--- src/rtl/fir_sample_pacer.sv ---
// fir_sample_pacer
//   Buffers signed samples from a valid/ready producer in a small circular
//   FIFO and issues them to the FIR filter as single-cycle data_en strobes.
//   After each strobe the block idles for a programmable number of cycles
//   (gap), so the sample rate seen by the filter is deterministic.
//
//   Optional feature: define PACER_FLUSH_EN to add a synchronous 'flush'
//   input that empties the FIFO and cancels any strobe in progress.
//   The default build (macro undefined) has no flush port.

module fir_sample_pacer #(
  parameter int DATA_W = 8,
  parameter int DEPTH  = 8,
  parameter int GAP_W  = 8
) (
  input  logic                      clk,
  input  logic                      rst_n,
`ifdef PACER_FLUSH_EN
  input  logic                      flush,
`endif
  input  logic                      in_valid,
  output logic                      in_ready,
  input  logic signed [DATA_W-1:0]  in_data,
  input  logic                      enable,
  input  logic [GAP_W-1:0]          gap,
  output logic                      data_en,
  output logic signed [DATA_W-1:0]  data,
  output logic [$clog2(DEPTH):0]    level,
  output logic                      busy
);

  localparam int PTR_W = $clog2(DEPTH);

  // Typed constants keep comparisons width-exact.
  localparam logic [PTR_W:0] LVL_ZERO = '0;
  localparam logic [PTR_W:0] LVL_ONE  = (PTR_W+1)'(1);
  localparam logic [PTR_W:0] LVL_FULL = (PTR_W+1)'(DEPTH);
  localparam logic [GAP_W-1:0] GAP_ZERO = '0;
  localparam logic [GAP_W-1:0] GAP_ONE  = (GAP_W)'(1);

  typedef enum logic [1:0] {
    IDLE  = 2'd0,
    ISSUE = 2'd1,
    GAP   = 2'd2
  } state_t;

  state_t                   state;
  state_t                   state_nx;
  logic [GAP_W-1:0]         gap_cnt;
  logic [GAP_W-1:0]         gap_cnt_nx;

  logic signed [DATA_W-1:0] mem [DEPTH];
  logic [PTR_W-1:0]         wr_ptr;
  logic [PTR_W-1:0]         rd_ptr;
  logic [PTR_W:0]           count;

  logic                     full;
  logic                     push;
  logic                     pop;
  logic                     flush_i;

`ifdef PACER_FLUSH_EN
  assign flush_i = flush;
`else
  assign flush_i = 1'b0;
`endif

  // A full FIFO refuses pushes even when a pop happens on the same edge,
  // so a write can never land on the slot being read.
  assign full     = (count == LVL_FULL);
  assign in_ready = !full;
  assign push     = in_valid && !full && !flush_i;
  // ISSUE is only ever entered with at least one entry buffered.
  assign pop      = (state == ISSUE);

  assign level = count;
  assign busy  = (state != IDLE) || (count != LVL_ZERO);

  // Sample storage: plain array, written on push, no reset needed.
  always_ff @(posedge clk) begin
    if (push) begin
      mem[wr_ptr] <= in_data;
    end
  end

  // FIFO pointers and occupancy; pointers wrap naturally (DEPTH is 2^n).
  always_ff @(posedge clk or negedge rst_n) begin
    if (!rst_n) begin
      wr_ptr <= '0;
      rd_ptr <= '0;
      count  <= '0;
    end else if (flush_i) begin
      wr_ptr <= '0;
      rd_ptr <= '0;
      count  <= '0;
    end else begin
      if (push) begin
        wr_ptr <= wr_ptr + 1'b1;
      end
      if (pop) begin
        rd_ptr <= rd_ptr + 1'b1;
      end
      case ({push, pop})
        2'b10:   count <= count + LVL_ONE;
        2'b01:   count <= count - LVL_ONE;
        default: count <= count;
      endcase
    end
  end

  // Next-state logic for the strobe pacing machine.
  // In ISSUE the head is being popped, so "still non-empty" means more
  // than one entry is present before the pop.
  always_comb begin
    state_nx   = state;
    gap_cnt_nx = gap_cnt;
    case (state)
      IDLE: begin
        if (enable && (count != LVL_ZERO)) begin
          state_nx = ISSUE;
        end
      end
      ISSUE: begin
        gap_cnt_nx = gap;
        if (gap != GAP_ZERO) begin
          state_nx = GAP;
        end else if (enable && (count > LVL_ONE)) begin
          state_nx = ISSUE;
        end else begin
          state_nx = IDLE;
        end
      end
      GAP: begin
        gap_cnt_nx = gap_cnt - 1'b1;
        // Counter runs gap..1; the last gap cycle decides what follows.
        if (gap_cnt <= GAP_ONE) begin
          if (enable && (count != LVL_ZERO)) begin
            state_nx = ISSUE;
          end else begin
            state_nx = IDLE;
          end
        end
      end
      default: begin
        state_nx = IDLE;
      end
    endcase
  end

  // State, gap counter and the registered strobe/data outputs.
  always_ff @(posedge clk or negedge rst_n) begin
    if (!rst_n) begin
      state   <= IDLE;
      gap_cnt <= '0;
      data_en <= 1'b0;
      data    <= '0;
    end else if (flush_i) begin
      state   <= IDLE;
      gap_cnt <= '0;
      data_en <= 1'b0;
      data    <= '0;
    end else begin
      state   <= state_nx;
      gap_cnt <= gap_cnt_nx;
      data_en <= pop;
      data    <= pop ? mem[rd_ptr] : '0;
    end
  end

endmodule
--- config.mk ---
export PLATFORM = sky130hd
export DESIGN_NAME = fir_sample_pacer
export DESIGN_NICKNAME = d
export VERILOG_FILES = /design/src/rtl/fir_sample_pacer.sv
export SDC_FILE = /design/constraint.sdc
export NUM_CORES = 1
export LEC_CHECK = 0
export ABC_AREA = 1
export CAP_MARGIN = 10
export CORE_AREA = 5 5 79 136
export CTS_BUF_LIST = sky130_fd_sc_hd__clkbuf_4 sky130_fd_sc_hd__clkbuf_8
export CTS_CLUSTER_DIAMETER = 60
export DETAILED_ROUTE_END_ITERATION = 8
export DIE_AREA = 0 0 84 141
export PLACE_DENSITY = 0.71
export SKIP_CTS_REPAIR_TIMING = 1
export SYNTH_ARGS = -nofsm -noshare
export SYNTH_HDL_FRONTEND = slang
export SYNTH_SLANG_ARGS = --single-unit
--- constraint.sdc ---
create_clock -name clk -period 5.7 [get_ports clk]
set_input_delay 1.425 -clock clk [delete_from_list [all_inputs] [get_ports clk]]
set_output_delay 1.425 -clock clk [all_outputs]
set_load 0.01 [all_outputs]
* After elaboration in Yosys (flattened, before gate mapping)
Memory sizes are Yosys's and may differ from the RTL's.
Index checks and enable logic that the tools add are counted.
** Word-level totals
- Bits in registers :: 29
- Bits in latches :: 0
- Bits in writable memories :: 64
- Bits in read-only memories :: 0
- Input bits :: 20
- Output and inout bits :: 15
- Logic and storage cells :: 45
- Memories kept :: 1
** Memory list
- mem :: words 8, width 8, read ports 1, clocked after memory_dff 0, wr ports 1, RTL line 52 : logic signed [DATA_W-1:0] mem [DEPTH];
** Cells by class
- Add/sub/neg operators :: 5
- $mul :: 0
- Divide/modulo/power cells :: 0
- Magnitude comparators :: 2
- Equal/unequal tests :: 7
- Shifts and indexed selects :: 0
- Mux-type cells :: 11
- Bitwise operators :: 0
- Reductions and logical operators :: 12
** Operator list (number)
- 8-bit one-hot mux with 2 select lines :: 1
- 8-bit by 1-bit <= comparator with 1-bit output, second input constant :: 1
- 8-bit 2-to-1 mux :: 1
- 4-bit one-hot mux with 2 select lines :: 1
- 8-bit nonzero test :: 1
- 8-bit by 1-bit subtractor with 8-bit output, second input constant :: 1
- 3-bit by 1-bit adder with 3-bit output, second input constant :: 2
- 2-bit 2-to-1 mux :: 3
- 2-bit one-hot mux with 3 select lines :: 1
- 2-bit nonzero test :: 3
- 4-bit by 1-bit adder with 4-bit output, second input constant :: 1
- 2-bit by 1-bit == test with 1-bit output, second input constant :: 2
- 2-bit == test, second input constant :: 2
- 4-bit == test, second input constant :: 1
- 4-bit by 1-bit greater-than comparator with 1-bit output, second input constant :: 1
- 1-bit 2-to-1 mux :: 4
- 2-bit != test, second input constant :: 2
- 4-bit nonzero test :: 1
- 4-bit by 1-bit subtractor with 4-bit output, second input constant :: 1
- 1-bit logical AND :: 3
- 2-bit zero test :: 1
- 2-bit AND reduction :: 1
- 1-bit zero test :: 1
- 1-bit logical OR :: 1

* Longest topological paths before layout
Gate-level depths: netlist of the first run.
- Depth after elaboration :: 5
- Mapped depth :: 11
- Depth with buffers taken out :: 11

* Least setup slack after synthesis of the first run
Ideal clock, no wire load.
- Kind :: input to register
- From :: input in_valid
- To :: memory mem[4][0], enable pin
- Library setup time :: 370 ps
- Arrival :: 2102 ps
- Required time :: 5330 ps
- Slack :: 3228 ps
- Stages on the path :: 3
- Buffers on the path :: 0
- Cell sequence :: nand2_2 -> or2_4 -> nor2_1
** Between the ends
- Word-level cells in the longest chain between the ends :: 3
** Ends and longest elaborated chain
- start: declaration :: RTL line 21 : input logic in_valid,
- 1-bit logical AND :: RTL line 72 : assign push = in_valid && !full && !flush_i;
- 1-bit 2-to-1 mux :: RTL line 81 : if (push) begin
- 1-bit 2-to-1 mux (not written as such) :: RTL line 82 : mem[wr_ptr] <= in_data;
- end: declaration :: RTL line 52
No other way between the ends.

* Final worst setup path of the first run
- From :: register count[0], in the netlist level[0]
- To :: output in_ready
** Between the ends
- Word-level cells in the longest chain between the ends :: 2
** Ends and longest elaborated chain
- start: declaration :: RTL line 55 : logic [PTR_W:0] count;
- start signal: assignment :: RTL line 104 : 2'b10: count <= count + LVL_ONE;
- start signal: assignment :: RTL line 105 : 2'b01: count <= count - LVL_ONE;
- start signal: assignment :: RTL line 106 : default: count <= count;
- 4-bit == test :: RTL line 70 : assign full = (count == LVL_FULL);
- 1-bit zero test :: RTL line 71 : assign in_ready = !full;
- end: declaration :: RTL line 22 : output logic in_ready,
No other way between the ends.

==> results.md, run 1 <==
- Outcome: complete, no violations
- Cell variety after synth: 29
- Internal: about 1.5 mW
- Hpwl dp: between 6000 and 7000 um
- Clock Sinks: slightly above 90
- Critical path class: reg2out
- Worst R2R Start: level[0]$_DFFE_PN0P_
- CP Data Arrival Time: about 1800 ps
- Setup TNS: 0 ps
- Vias per cell: around 5.2
- Worst hold margin: 560 ps
- CTS tree: built
- Worst R2R Setup Slack: approximately 3500 ps
- CP Max Fanout: 6
- Tmin final: ~3200 ps
- Relative slew margins: 0.486
- Ports: 35
- Chip width: approximately 84 um
- Initial DRC count: approximately 180
- Worst Hold Class: reg2reg
- Fraction of layout cells with a size suffix above 1: 0.0879
- Leak pwr: ~1.8 nW
- Routed wire length: between 8000 and 9000 um
- Yosys reg bits: between 90 and 100
- Placement Cell Area: about 4600 um2
- Initial antenna violation count: 0
- Total core area: between 9000 and 10000 um2
- Largest net degree at the start of global routing: 36
- Layout fillers: a little under 900
- Switching power total: roughly 960 uW
- Number of max-cap violations: 0
- Clock latency on the worst-skew pair: between 300 and 400 ps
- CTS Buffer Depth: 2
- Yosys warns: 0
- Unrepaired setup endpoints after global routing: false
- Nets: 449
- Layout Skew: 8.08 ps
- Multi-input gate area: between 1000 and 1500 um2
- Reg area: 2650 um2
- Setup Viol. Count Final: 0
- Vias in the first global route: 2959
- Final Hold Fails: 0
- Worst r2r dst: mem[5][3]$_DFFE_PP_
- Gr usage total: 0.160
- Final GP Congestion: 0.911
- Vias: between 2000 and 3000
- Row Count: 48
- Drt wl/cell: approximately 16 um
- Worst EP required: between 4000 and 5000 ps
- Syn Nets: 416
- Syn_area_per_cell: 10.9 um2
- Crit start category: flop
- Crit share post-route: 0.568
- FMAX: between 300 and 400 MHz
- Starting Density: 0.435
- Commonest non-fill, non-tap cell in the layout: nor2_1
- Pwr per Cell Area: approximately 520 nW/um2
- Sequential fraction of the synthesis area: 0.634
- Net Sw Frac: 0.391
- Root Buffer: clkbuf_8
- Worst Hold Launch: state[0]$_DFFE_PN0P_
- Clk pwr share: 0.189
- Worst hold path depth: 2
- Flop pwr share: 0.415
- H-tree depth: 3
- Area delta synth->final: 14.3%
- Worst setup EP type: output port
- Worst Max-Slew Pin Slew: 771 ps
- Clock slew at reported path FFs: 80 ps
- R2R depth: 7
- Remaining antenna violation count: 0
- Hold path endpoint: state[0]$_DFFE_PN0P_
- DRT Pass-1 Iters: 4
- Height of the die: about 140 um
- Most frequent cells in the layout: nor2_1 (77), edfxtp_1 (64), nand2_1 (47), clkdlybuf4s50_1 (34), dfrtp_1 (29)
- N_diodes: 0
- Input/output buffers: 34
- Grt ovf: 0
- Synthesized cell area: around 4200 um2
- Comb power frac: 0.396
- DRC Markers: 0
- Fin area: 4780 um2
- First-pass GRT wire length: between 10000 and 15000 um
- IR drop worst, VDD: 0.353 mV
- Die area: approximately 12000 um2
- Synth Instances: ~380
- Slew Viols, Final: 0
- CTS buffer count: 9
-- layer usage --
layer	track usage	wire, um	part of all wire	vias to the layer above
met5	0	0	0	-
met4	0.107	450	0.050	0
met3	0.0298	317	0.035	27
met2	0.306	5020	0.56	72
met1	0.149	3190	0.36	1349
li1	-	-	-	1366
-- critical path: stages, from the launching register on --
cell and delay (ps):
dfrtp_1 460, inv_1 110, ha_1 250, nand3_2 100, clkdlybuf4s50_1 540
-- per-stage QoR --
step,std cells,utilization,total power [mW],setup slack [ps]
after floorplan,383,-,1.75,3230
after global placement,530,0.475,1.98,2590
after global routing,546,0.497,2.64,2310
final,546,0.497,2.46,2460
after CTS,546,0.497,2.48,2420
after detailed placement,530,0.475,2.01,2510
-- power groups by stage --
stage               combinational (mW)  clock (mW)  sequential [mW]
floorplan                        0.759           0            0.993
global placement                 0.956           0             1.03
detailed placement               0.982           0             1.03
CTS                              0.985       0.474             1.02
global route                      1.09       0.502             1.04
finish                           0.976       0.465             1.02
-- state kept, by name, summed over array words and instances (netlist names) --
name / count
level: 4
wr_ptr: 3
mem: 64
data: 8
gap_cnt: 8
rd_ptr: 3
data_en: 1
state: 2
-- cells in the mapped netlist, drive strengths merged --
library cell  count  area, um2
o21ai            53        265
a31oi             1       6.26
or2               1       8.76
o22ai            11       68.8
nand2            50        195
o211ai            9       92.6
nand3            11       60.1
edfxtp           64       1920
inv              30        118
nand3b            1       7.51
xnor2             2       17.5
dfrtp            29        726
nor2             83        327
buf              14        128
nor3b             1       7.51
xor2              4       35.0
nand4             1       6.26
a21oi             5       25.0
ha               13        163
-- worst max path at each step --
stage,slack (ps),cells after the start,start,end
finish,2460,4,level[0]$_DFFE_PN0P_,in_ready
floorplan,3230,3,in_valid,mem[4][0]$_DFFE_PP_
detailed placement,2510,5,in_valid,mem[5][6]$_DFFE_PP_
CTS,2420,4,level[0]$_DFFE_PN0P_,in_ready
global placement,2590,5,in_valid,mem[5][4]$_DFFE_PP_
global route,2310,4,level[0]$_DFFE_PN0P_,in_ready
-- cell type report --
| type | count | share of cell area |
|---|---|---|
| Timing Repair Buffer | 36 | 0.0744 |
| Inverter | 30 | 0.0246 |
| Sequential cell | 93 | 0.554 |
| Tap cell | 125 | 0.0327 |
| Clock inverter | 7 | 0.0189 |
| Clock buffer | 9 | 0.0259 |
| Multi-Input combinational cell | 246 | 0.269 |
-- cell families after synthesis --
logic type / synth area share
xor+xnor: 0.0126
buf+inv: 0.0587
fa+ha+maj: 0.0389
compound gates: 0.110
simple gates: 0.146
flops: 0.634
No activity file was read; power rests on OpenSTA's default activity.
==> inputs of run 2 (changes only) <==
==> constraint.sdc (replaced) <==
create_clock -name clk -period 3.3 [get_ports clk]
set_input_delay 0.825 -clock clk [delete_from_list [all_inputs] [get_ports clk]]
set_output_delay 0.825 -clock clk [all_outputs]
set_load 0.01 [all_outputs]
==> run 2 against run 1 <==
Cell count rose by 0.18%. Non-clock buffer count rose by 1. Utilization fell by 0.26 points. First-iteration DRC count rose by 43%. Critical path depth did not move. Clock skew fell by 0.64 ps. Routed wire length rose by 1.3%. Sequential cell count did not move. Die area did not move. Critical endpoint unchanged. Highest routed layer unchanged.
==> results.md, run 2 (synthesis gave the netlist of run 1 again) <==
- Outcome: complete, no violations
- Leak pwr: ~1.8 nW
- CTS tree: built
- Unrepaired setup endpoints after global routing: false
- Crit start category: flop
- Post-Place Worst Slack: between 700 and 800 ps
- Most frequent cells in the layout: nor2_1 (77), edfxtp_1 (64), nand2_1 (47), clkdlybuf4s50_1 (34), dfrtp_1 (29)
- Core Util, Final: 0.494
- Layout fillers: about 920
- Worst setup margin: 635 ps
- Grt ovf: 0
- Commonest non-fill, non-tap cell in the layout: nor2_1
- First-pass GRT wire length: 14800 um
- Layout Skew: around 7.4 ps
- Area delta synth->final: 13.7%
- Vias per cell: between 5 and 6
- Ports: 35
- Largest registers: mem (64), data (8), gap_cnt (8)
- Tmin final: 2660 ps
- DRC Markers: 0
- Drt wl/cell: 16.6 um
- FMAX: about 380 MHz
- Slew Viols, Final: 0
- Placement Cell Area: 4570 um2
- Placed cells: approximately 530
- Starting Density: 0.435
- Clock Sinks: 93
- CTS buffer count: 9
- Worst hold margin: 560 ps
- Pwr per Cell Area: 872 nW/um2
- Hpwl dp: ~6700 um
- Crit share post-route: 0.808
- CP Max Fanout: 6
- Root Buffer: clkbuf_8
- Worst Hold Class: reg2reg
- Critical path class: reg2out
- Row Count: 48
- Gr usage total: 0.164
- Initial antenna violation count: 0
- Nets: 450
- Worst EP required: approximately 2500 ps
- Number of flip-flops in the largest register: 64
- Remaining antenna violation count: 0
- Final Hold Fails: 0
- Most flop-heavy register: mem
- Setup TNS: 0 ps
- Worst setup EP type: output port
- Vias in the first global route: slightly below 3000
- Number of max-cap violations: 0
- Initial DRC count: approximately 260
- Die area: roughly 12000 um2
- Total core area: 9610 um2
- Vias: 2778
- Relative slew margins: 0.273
- Fraction of layout cells with a size suffix above 1: 0.0900
- IR drop worst, VDD: roughly 0.5 mV
- DRT Pass-1 Iters: 4
- Overall Power: 4.14 mW
- Clock slew at reported path FFs: about 80 ps
- Chip width: 84 um
- H-tree depth: 3
- CTS Buffer Depth: 2
- Worst Max-Slew Pin Slew: approximately 1100 ps
- Routed wire length: approximately 9000 um
- Height of the die: ~140 um
- CP Data Arrival Time: approximately 1800 ps
- N_diodes: 0
- Largest net degree at the start of global routing: 33
- Clock latency on the worst-skew pair: approximately 350 ps
- Finished Layout Cells: roughly 550
- Input/output buffers: 34
- Fin area: around 4800 um2
- Setup Viol. Count Final: 0
- Final GP Congestion: about 0.9
[run 2: changes by cell type in the layout (fill, tap and decap cells not counted)]
cell / previous run / this run
buf_4: 2 / 3
bufinv_16: 2 / 0
clkbuf_4: 0 / 1
clkbuf_8: 9 / 10
clkinv_2: 3 / 1
clkinv_4: 0 / 1
clkinvlp_4: 2 / 3
[run 2: worst paths after layout]
path	startpoint	end	slack, ps	cells after the start
max in group asynchronous	rst_n	data_en$_DFF_PN0_	2130	2
min in group asynchronous	rst_n	level[1]$_DFFE_PN0P_	870	2
hold reg to reg	wr_ptr[0]$_DFFE_PN0P_	wr_ptr[0]$_DFFE_PN0P_	560	2
setup / recovery	level[0]$_DFFE_PN0P_	in_ready	640	4
hold / removal	wr_ptr[0]$_DFFE_PN0P_	wr_ptr[0]$_DFFE_PN0P_	560	2
setup reg to reg	level[0]$_DFFE_PN0P_	mem[3][0]$_DFFE_PP_	1120	7
[run 2: layout make-up]
| class | count | area, um2 | area share |
|---|---|---|---|
| clock buffer | 11 | 145 | 0.0306 |
| timing repair buffer | 37 | 363 | 0.0764 |
| inverter | 30 | 118 | 0.0248 |
| sequential | 93 | 2650 | 0.557 |
| tap | 125 | 156 | 0.0329 |
| multi-input combinational | 246 | 1280 | 0.270 |
| clock inverter | 5 | 36.3 | 0.00764 |
[run 2: critical path, cell delays in order (launching register included)]
cell	delay, ps
dfrtp_1	470
inv_1	130
ha_1	250
nand3_2	100
clkdlybuf4s50_1	540
[run 2: report_power, final]
part           internal, mW  leakage (nW)  switching [mW]
sequential             1.54         0.939           0.282
combinational         0.634         0.788           0.999
clock                 0.303        0.0850           0.386
[run 2: metal layers]
metal  wire [um]  vias to the layer above  global-route usage
met3         358                       14              0.0240
li1            -                     1368                   -
met4         231                        0              0.0847
met1        3250                     1329               0.168
met2        5260                       67               0.315
met5           0                        -                   0
